**config.mk**
```make
export PLATFORM = sky130hd
export DESIGN_NAME = uart_hex_cmd_parser_flat
export DESIGN_NICKNAME = d
export VERILOG_FILES = /design/src/rtl/uart_hex_cmd_parser_if.sv /design/src/rtl/uart_hex_cmd_parser.sv /design/src/flat_wrapper.sv
export SDC_FILE = /design/constraint.sdc
export NUM_CORES = 1
export LEC_CHECK = 0
export BUFFER_PORTS_ARGS = -buffer_cell sky130_fd_sc_hd__buf_2
export CAP_MARGIN = 20
export CORE_ASPECT_RATIO = 0.75
export CORE_MARGIN = 8
export CORE_UTILIZATION = 53
export DETAILED_ROUTE_END_ITERATION = 8
export GPL_TIMING_DRIVEN = 0
export PLACE_DENSITY = 0.8
export SLEW_MARGIN = 10
export SYNTH_ARGS = -nofsm -noshare
export SYNTH_HDL_FRONTEND = slang
export SYNTH_SLANG_ARGS = --single-unit
```
**constraint.sdc**
```tcl
create_clock -name i_clk -period 2.56 [get_ports i_clk]
set_clock_uncertainty 0.05 [all_clocks]
set_input_delay 0.512 -clock i_clk [delete_from_list [all_inputs] [get_ports i_clk]]
set_output_delay 0.512 -clock i_clk [all_outputs]
set_load 0.01 [all_outputs]
```
**src/rtl/uart_hex_cmd_parser_if.sv**
```systemverilog
// FIFO-side handshake bundle for uart_hex_cmd_parser: rx FIFO pop port and tx FIFO push port.
// master = parser side, slave = FIFO side.
interface uart_hex_cmd_parser_if #(
    parameter int DBIT = 8
);
    logic            rx_empty;
    logic [DBIT-1:0] rd_data;
    logic            rd_uart;
    logic            tx_full;
    logic            wr_uart;
    logic [DBIT-1:0] wr_data;

    modport master (
        input  rx_empty, rd_data, tx_full,
        output rd_uart, wr_uart, wr_data
    );

    modport slave (
        output rx_empty, rd_data, tx_full,
        input  rd_uart, wr_uart, wr_data
    );
endinterface

```
**src/rtl/uart_hex_cmd_parser.sv**
```systemverilog
// Pops bytes from the uart rx FIFO, accumulates ASCII hex digits and commits the value on CR.
// Optional byte echo to the tx FIFO is compiled in when UART_HEX_ECHO_EN is defined.
module uart_hex_cmd_parser #(
    parameter int DBIT    = 8,
    parameter int NIBBLES = 4,
    parameter int CNT_W   = 3
) (
    input  logic                   i_clk,
    input  logic                   i_reset,
    uart_hex_cmd_parser_if.master  bus,
    output logic [4*NIBBLES-1:0]   o_value,
    output logic                   o_valid,
    output logic                   o_ovf,
    output logic                   o_err
);
    localparam int DATA_W = 4 * NIBBLES;

    typedef enum logic [1:0] {
        S_IDLE   = 2'd0,
        S_POP    = 2'd1,
`ifdef UART_HEX_ECHO_EN
        S_DECODE = 2'd2,
        S_ECHO   = 2'd3
`else
        S_DECODE = 2'd2
`endif
    } state_t;

    typedef struct packed {
        logic       hex;
        logic       cr;
        logic       lf;
        logic [3:0] nib;
    } dec_t;

    state_t            state_q, state_d;
    logic [DATA_W-1:0] acc_q, acc_d;
    logic [CNT_W-1:0]  cnt_q, cnt_d;
    logic [DATA_W-1:0] value_q, value_d;
    logic              valid_q, valid_d;
    logic              ovf_q, ovf_d;
    logic              err_q, err_d;
    logic              rd_uart_q, rd_uart_d;
    logic [7:0]        rx_byte;
    dec_t              dec;

    assign rx_byte = bus.rd_data[7:0];

    // Classification runs on the FIFO head during S_POP so the result lands
    // in registers as the FSM enters S_DECODE.
    always_comb begin
        dec = '0;
        if (rx_byte >= 8'h30 && rx_byte <= 8'h39) begin
            dec.hex = 1'b1;
            dec.nib = rx_byte[3:0];
        end else if ((rx_byte >= 8'h41 && rx_byte <= 8'h46) ||
                     (rx_byte >= 8'h61 && rx_byte <= 8'h66)) begin
            dec.hex = 1'b1;
            dec.nib = rx_byte[3:0] + 4'd9;
        end else if (rx_byte == 8'h0D) begin
            dec.cr = 1'b1;
        end else if (rx_byte == 8'h0A) begin
            dec.lf = 1'b1;
        end
    end

    always_ff @(posedge i_clk) begin
        if (i_reset) state_q <= S_IDLE;
        else         state_q <= state_d;
    end

    always_comb begin
        state_d = state_q;
        case (state_q)
            S_IDLE:   if (!bus.rx_empty) state_d = S_POP;
            S_POP:    state_d = S_DECODE;
`ifdef UART_HEX_ECHO_EN
            S_DECODE: state_d = S_ECHO;
            S_ECHO:   if (!bus.tx_full) state_d = S_IDLE;
`else
            S_DECODE: state_d = S_IDLE;
`endif
            default:  state_d = S_IDLE;
        endcase
    end

`ifdef UART_HEX_ECHO_EN
    logic [DBIT-1:0] byte_q, byte_d;
    logic            wr_uart_q, wr_uart_d;
    logic [DBIT-1:0] wr_data_q, wr_data_d;
`endif

    always_comb begin
        acc_d     = acc_q;
        cnt_d     = cnt_q;
        value_d   = value_q;
        valid_d   = 1'b0;
        ovf_d     = ovf_q;
        err_d     = 1'b0;
        rd_uart_d = 1'b0;
`ifdef UART_HEX_ECHO_EN
        byte_d    = byte_q;
        wr_uart_d = 1'b0;
        wr_data_d = wr_data_q;
`endif
        case (state_q)
            S_IDLE: rd_uart_d = !bus.rx_empty;
            S_POP: begin
`ifdef UART_HEX_ECHO_EN
                byte_d = bus.rd_data;
`endif
                if (dec.hex) begin
                    acc_d = {acc_q[DATA_W-5:0], dec.nib};
                    // Saturate one past NIBBLES so overflow stays visible at commit.
                    if (cnt_q <= CNT_W'(NIBBLES)) cnt_d = cnt_q + CNT_W'(1);
                end else if (dec.cr) begin
                    if (cnt_q != '0) begin
                        value_d = acc_q;
                        valid_d = 1'b1;
                        ovf_d   = (cnt_q > CNT_W'(NIBBLES));
                        acc_d   = '0;
                        cnt_d   = '0;
                    end
                end else if (!dec.lf) begin
                    err_d = 1'b1;
                    acc_d = '0;
                    cnt_d = '0;
                end
            end
`ifdef UART_HEX_ECHO_EN
            S_ECHO: begin
                if (!bus.tx_full) begin
                    wr_uart_d = 1'b1;
                    wr_data_d = byte_q;
                end
            end
`endif
            default: ;
        endcase
    end

    always_ff @(posedge i_clk) begin
        if (i_reset) begin
            acc_q     <= '0;
            cnt_q     <= '0;
            value_q   <= '0;
            valid_q   <= 1'b0;
            ovf_q     <= 1'b0;
            err_q     <= 1'b0;
            rd_uart_q <= 1'b0;
        end else begin
            acc_q     <= acc_d;
            cnt_q     <= cnt_d;
            value_q   <= value_d;
            valid_q   <= valid_d;
            ovf_q     <= ovf_d;
            err_q     <= err_d;
            rd_uart_q <= rd_uart_d;
        end
    end

`ifdef UART_HEX_ECHO_EN
    always_ff @(posedge i_clk) begin
        if (i_reset) begin
            byte_q    <= '0;
            wr_uart_q <= 1'b0;
            wr_data_q <= '0;
        end else begin
            byte_q    <= byte_d;
            wr_uart_q <= wr_uart_d;
            wr_data_q <= wr_data_d;
        end
    end

    assign bus.wr_uart = wr_uart_q;
    assign bus.wr_data = wr_data_q;
`else
    assign bus.wr_uart = 1'b0;
    assign bus.wr_data = '0;
`endif

    assign bus.rd_uart = rd_uart_q;
    assign o_value     = value_q;
    assign o_valid     = valid_q;
    assign o_ovf       = ovf_q;
    assign o_err       = err_q;
endmodule

```
**src/flat_wrapper.sv**
```systemverilog
// flat-port wrapper written by rule: the top's interface ports become plain ports
module uart_hex_cmd_parser_flat 
#(
    parameter int DBIT    = 8,
    parameter int NIBBLES = 4,
    parameter int CNT_W   = 3
)
  (i_clk, i_reset, o_value, o_valid, o_ovf, o_err, bus_rx_empty, bus_rd_data, bus_tx_full, bus_rd_uart, bus_wr_uart, bus_wr_data);
  uart_hex_cmd_parser_if #(.DBIT(DBIT)) bus_i ();
  input  logic i_clk;
  input  logic i_reset;
  output logic [4*NIBBLES-1:0] o_value;
  output logic o_valid;
  output logic o_ovf;
  output logic o_err;
  input wire logic [$bits(bus_i.rx_empty)-1:0] bus_rx_empty;
  input wire logic [$bits(bus_i.rd_data)-1:0] bus_rd_data;
  input wire logic [$bits(bus_i.tx_full)-1:0] bus_tx_full;
  output wire logic [$bits(bus_i.rd_uart)-1:0] bus_rd_uart;
  output wire logic [$bits(bus_i.wr_uart)-1:0] bus_wr_uart;
  output wire logic [$bits(bus_i.wr_data)-1:0] bus_wr_data;
  assign bus_i.rx_empty = bus_rx_empty;
  assign bus_i.rd_data = bus_rd_data;
  assign bus_i.tx_full = bus_tx_full;
  assign bus_rd_uart = bus_i.rd_uart;
  assign bus_wr_uart = bus_i.wr_uart;
  assign bus_wr_data = bus_i.wr_data;
  uart_hex_cmd_parser #(.DBIT(DBIT), .NIBBLES(NIBBLES), .CNT_W(CNT_W)) u_core (.i_clk(i_clk), .i_reset(i_reset), .bus(bus_i), .o_value(o_value), .o_valid(o_valid), .o_ovf(o_ovf), .o_err(o_err));
endmodule
```
==> results.json <==
{
  "vias": 1373,
  "hold_start": "bus_rx_empty",
  "drive_gt1_frac": 0.2431,
  "whs_ns": 0.3472,
  "start_kind": "input pin",
  "synthTopCellsByArea": "dfxtp_1 45%, mux2i_1 8.8%, a22o_1 6.3%",
  "path_cells": "buf_2 -> or4bb_1 -> a21oi_1 -> o21ba_2 -> buf_4 -> a22o_1",
  "clk_path_buf_depth": 2,
  "cp_slowest_stage_delay_ns": 0.62,
  "die_area_sq_um": 5568,
  "final_cell_mix": "41 x dfxtp_1, 30 x buf_2, 20 x nor2_1, 16 x mux2i_1, 13 x a22o_1",
  "grt_first_pass_wirelength_um": 6603,
  "die_w_um": 83.54,
  "routedWlPerCell_um": 14.79,
  "tritoncts": "built",
  "finalSetupViolations": 0,
  "grt_usage": 0.1425,
  "worstPathRequired_ns": 2.74,
  "wirelength_um": 3817,
  "drv_cap": 0,
  "synth_area_sq_um": 1813,
  "numCtsBuffers": 5,
  "cts.sinks": 41,
  "dp_hpwl_um": 2853,
  "worst_setup_path_end_kind": "flip-flop",
  "grt_pass1_vias": 1388,
  "cts_resized": 0,
  "portBuffers": 28,
  "ctsHtreeMaxLevel": 2,
  "fp.dieH_um": 66.65,
  "nets": 236,
  "fin_crit_ns": 2.221,
  "tightest_slew_ns": 0.7577,
  "via_per_inst": 5.322,
  "start_util": 0.5514,
  "postRouteAntennaNets": 0,
  "crit_slowest_cell": "a21oi_1",
  "syn2layout_area_growth_pct": 17.87,
  "hold_buffers": 0,
  "synth_cells": 175,
  "antenna_cells": 0,
  "grt_max_degree": 13,
  "drc": 0,
  "cts-root-buf": "clkbuf_8",
  "crit_family": "compound AO/OA/AOI/OAI gates",
  "layout_commonest_cell": "dfxtp_1",
  "synth_top_cell_by_area": "dfxtp_1",
  "core-area_sq_um": 3288,
  "antenna_found_initial": 0,
  "power_density_nw_per_um2": 571.9,
  "gp_routability_congestion": 0.8406,
  "overflow": 0,
  "dr.first_iter.drc_count": 76,
  "ir_drop_mv": 0.4017,
  "p_leak_nw": 0.8603,
  "dr.pass1.iters": 4,
  "final_core_util": 0.6499,
  "placementRows": 18,
  "clock_latency_ns": 0.29,
  "r2r_start": "u_core.cnt_q[0]$_SDFFE_PP0P_",
  "synth_top_area_frac": 0.4527,
  "ys.warnings.count": 0,
  "maxSlewViolCount": 0,
  "fin_crit_sh": 0.8674,
  "crit_buf_inv": 2,
  "ios": 41,
  "crit_path_start": "bus_rd_data[6]",
  "cts_setup_buffers": 0,
  "fmax_ghz": 0.4503,
  "crit_type": "input pin to flip-flop",
  "worst_ep_arrival_time_ns": 2.40,
  "yosys.cell_types.count": 41,
  "hold_class": "input pin to flip-flop",
  "outcome": "completed",
  "avgSynthCellArea_sq_um": 10.36,
  "cp_max_fo": 10,
  "fin_setup_tns_ns": 0,
  "ys_seq_area_frac": 0.4527,
  "clk_pin_slew_worst_paths_ns": 0.07,
  "rsz0062_at_grt": "false",
  "max_slew_margin": 0.4949,
  "timing_hold_violations_final": 0,
  "ys_ff_latch": 41
}
==> cell families (layout without fill, tap and decap cells) <==
group	after synthesis	count (layout)	synth area share
AO/OA/AOI/OAI	46	46	0.2112
AND/OR/NAND/NOR	41	41	0.1221
other	1	9	0.002068
multiplexers	16	16	0.08833
flip-flops	41	41	0.4527
adder cells (fa/ha/maj)	6	6	0.04141
buffers and inverters	24	59	0.08212
==> metal layers <==
metal  GRT usage  up-vias  share of wire  routed length (um)
li1            -      703              -                   -
met1      0.1710      628           0.45                1717
met2      0.2401       37           0.47                1797
met3     0.04872        5          0.071                 271
met4     0.03863        0         0.0081                  31
met5           0        -              0                   0
==> area by class of cell <==
type                            instances  area [sq um]
Timing Repair Buffer                   28         140.1
Clock buffer                            5         68.82
Fill cell                             267          1151
Multi-Input combinational cell        118         873.3
Buffer                                 18         126.4
Clock inverter                          2         35.03
Sequential cell                        41         820.8
Inverter                                6         22.52
Tap cell                               40         50.05
==> registers in the layout, summed over array words and instances (netlist names) <==
| name | count |
|---|---|
| u_core.o_ovf | 1 |
| u_core.acc_q | 16 |
| u_core.bus.rd_uart | 1 |
| u_core.o_value | 16 |
| u_core.cnt_q | 3 |
| u_core.o_err | 1 |
| u_core.state_q | 2 |
| u_core.o_valid | 1 |
==> path summary, 6_finish.rpt <==
check,depth (start not counted),slack [ns],end
min,2,0.35,u_core.bus.rd_uart$_SDFF_PP0_
max reg2reg,7,0.44,u_core.acc_q[10]$_SDFFE_PP0P_
max,6,0.34,u_core.acc_q[10]$_SDFFE_PP0P_
min reg2reg,1,0.43,u_core.acc_q[13]$_SDFFE_PP0P_
==> stage by stage <==
stage	total power, mW	setup slack, ns	instance area, sq um	std cells
2_1_floorplan	0.7206	0.3387	1843	183
5_1_grt	1.268	0.2611	2137	258
6_report	1.222	0.3394	2137	258
3_5_place_dp	0.7470	0.06951	2033	251
4_1_cts	1.230	0.3799	2137	258
3_3_place_gp	0.7453	0.07934	2033	251
==> cell usage after synthesis (all sizes together) <==
cell and n:
a2111oi 1, nand4b 1, o21bai 1, o2111ai 2
inv 6, nor4b 1, a2bb2oi 1, a21oi 7
nor4 2, a211o 1, o21ai 4, nand3 1
ha 6, a311oi 1, o21ba 1, nand2 1
buf 14, mux2i 16, a211oi 5, conb 1
or4b 2, o31ai 1, nand3b 1, dfxtp 41
nor3 2, a22o 13, or4bb 1, nor3b 2
nor2 20, a31oi 3, nand2b 3, clkbuf 4
o2bb2ai 2, o211ai 2, a22oi 1, nor2b 4
==> report_power, final <==
part | switching [mW] | leakage [nW] | internal, mW
clock network | 0.204 | 0.0540 | 0.283
logic | 0.0535 | 0.475 | 0.0329
registers | 0.00488 | 0.331 | 0.643
Note: power is estimated with default switching activity, not from simulation.
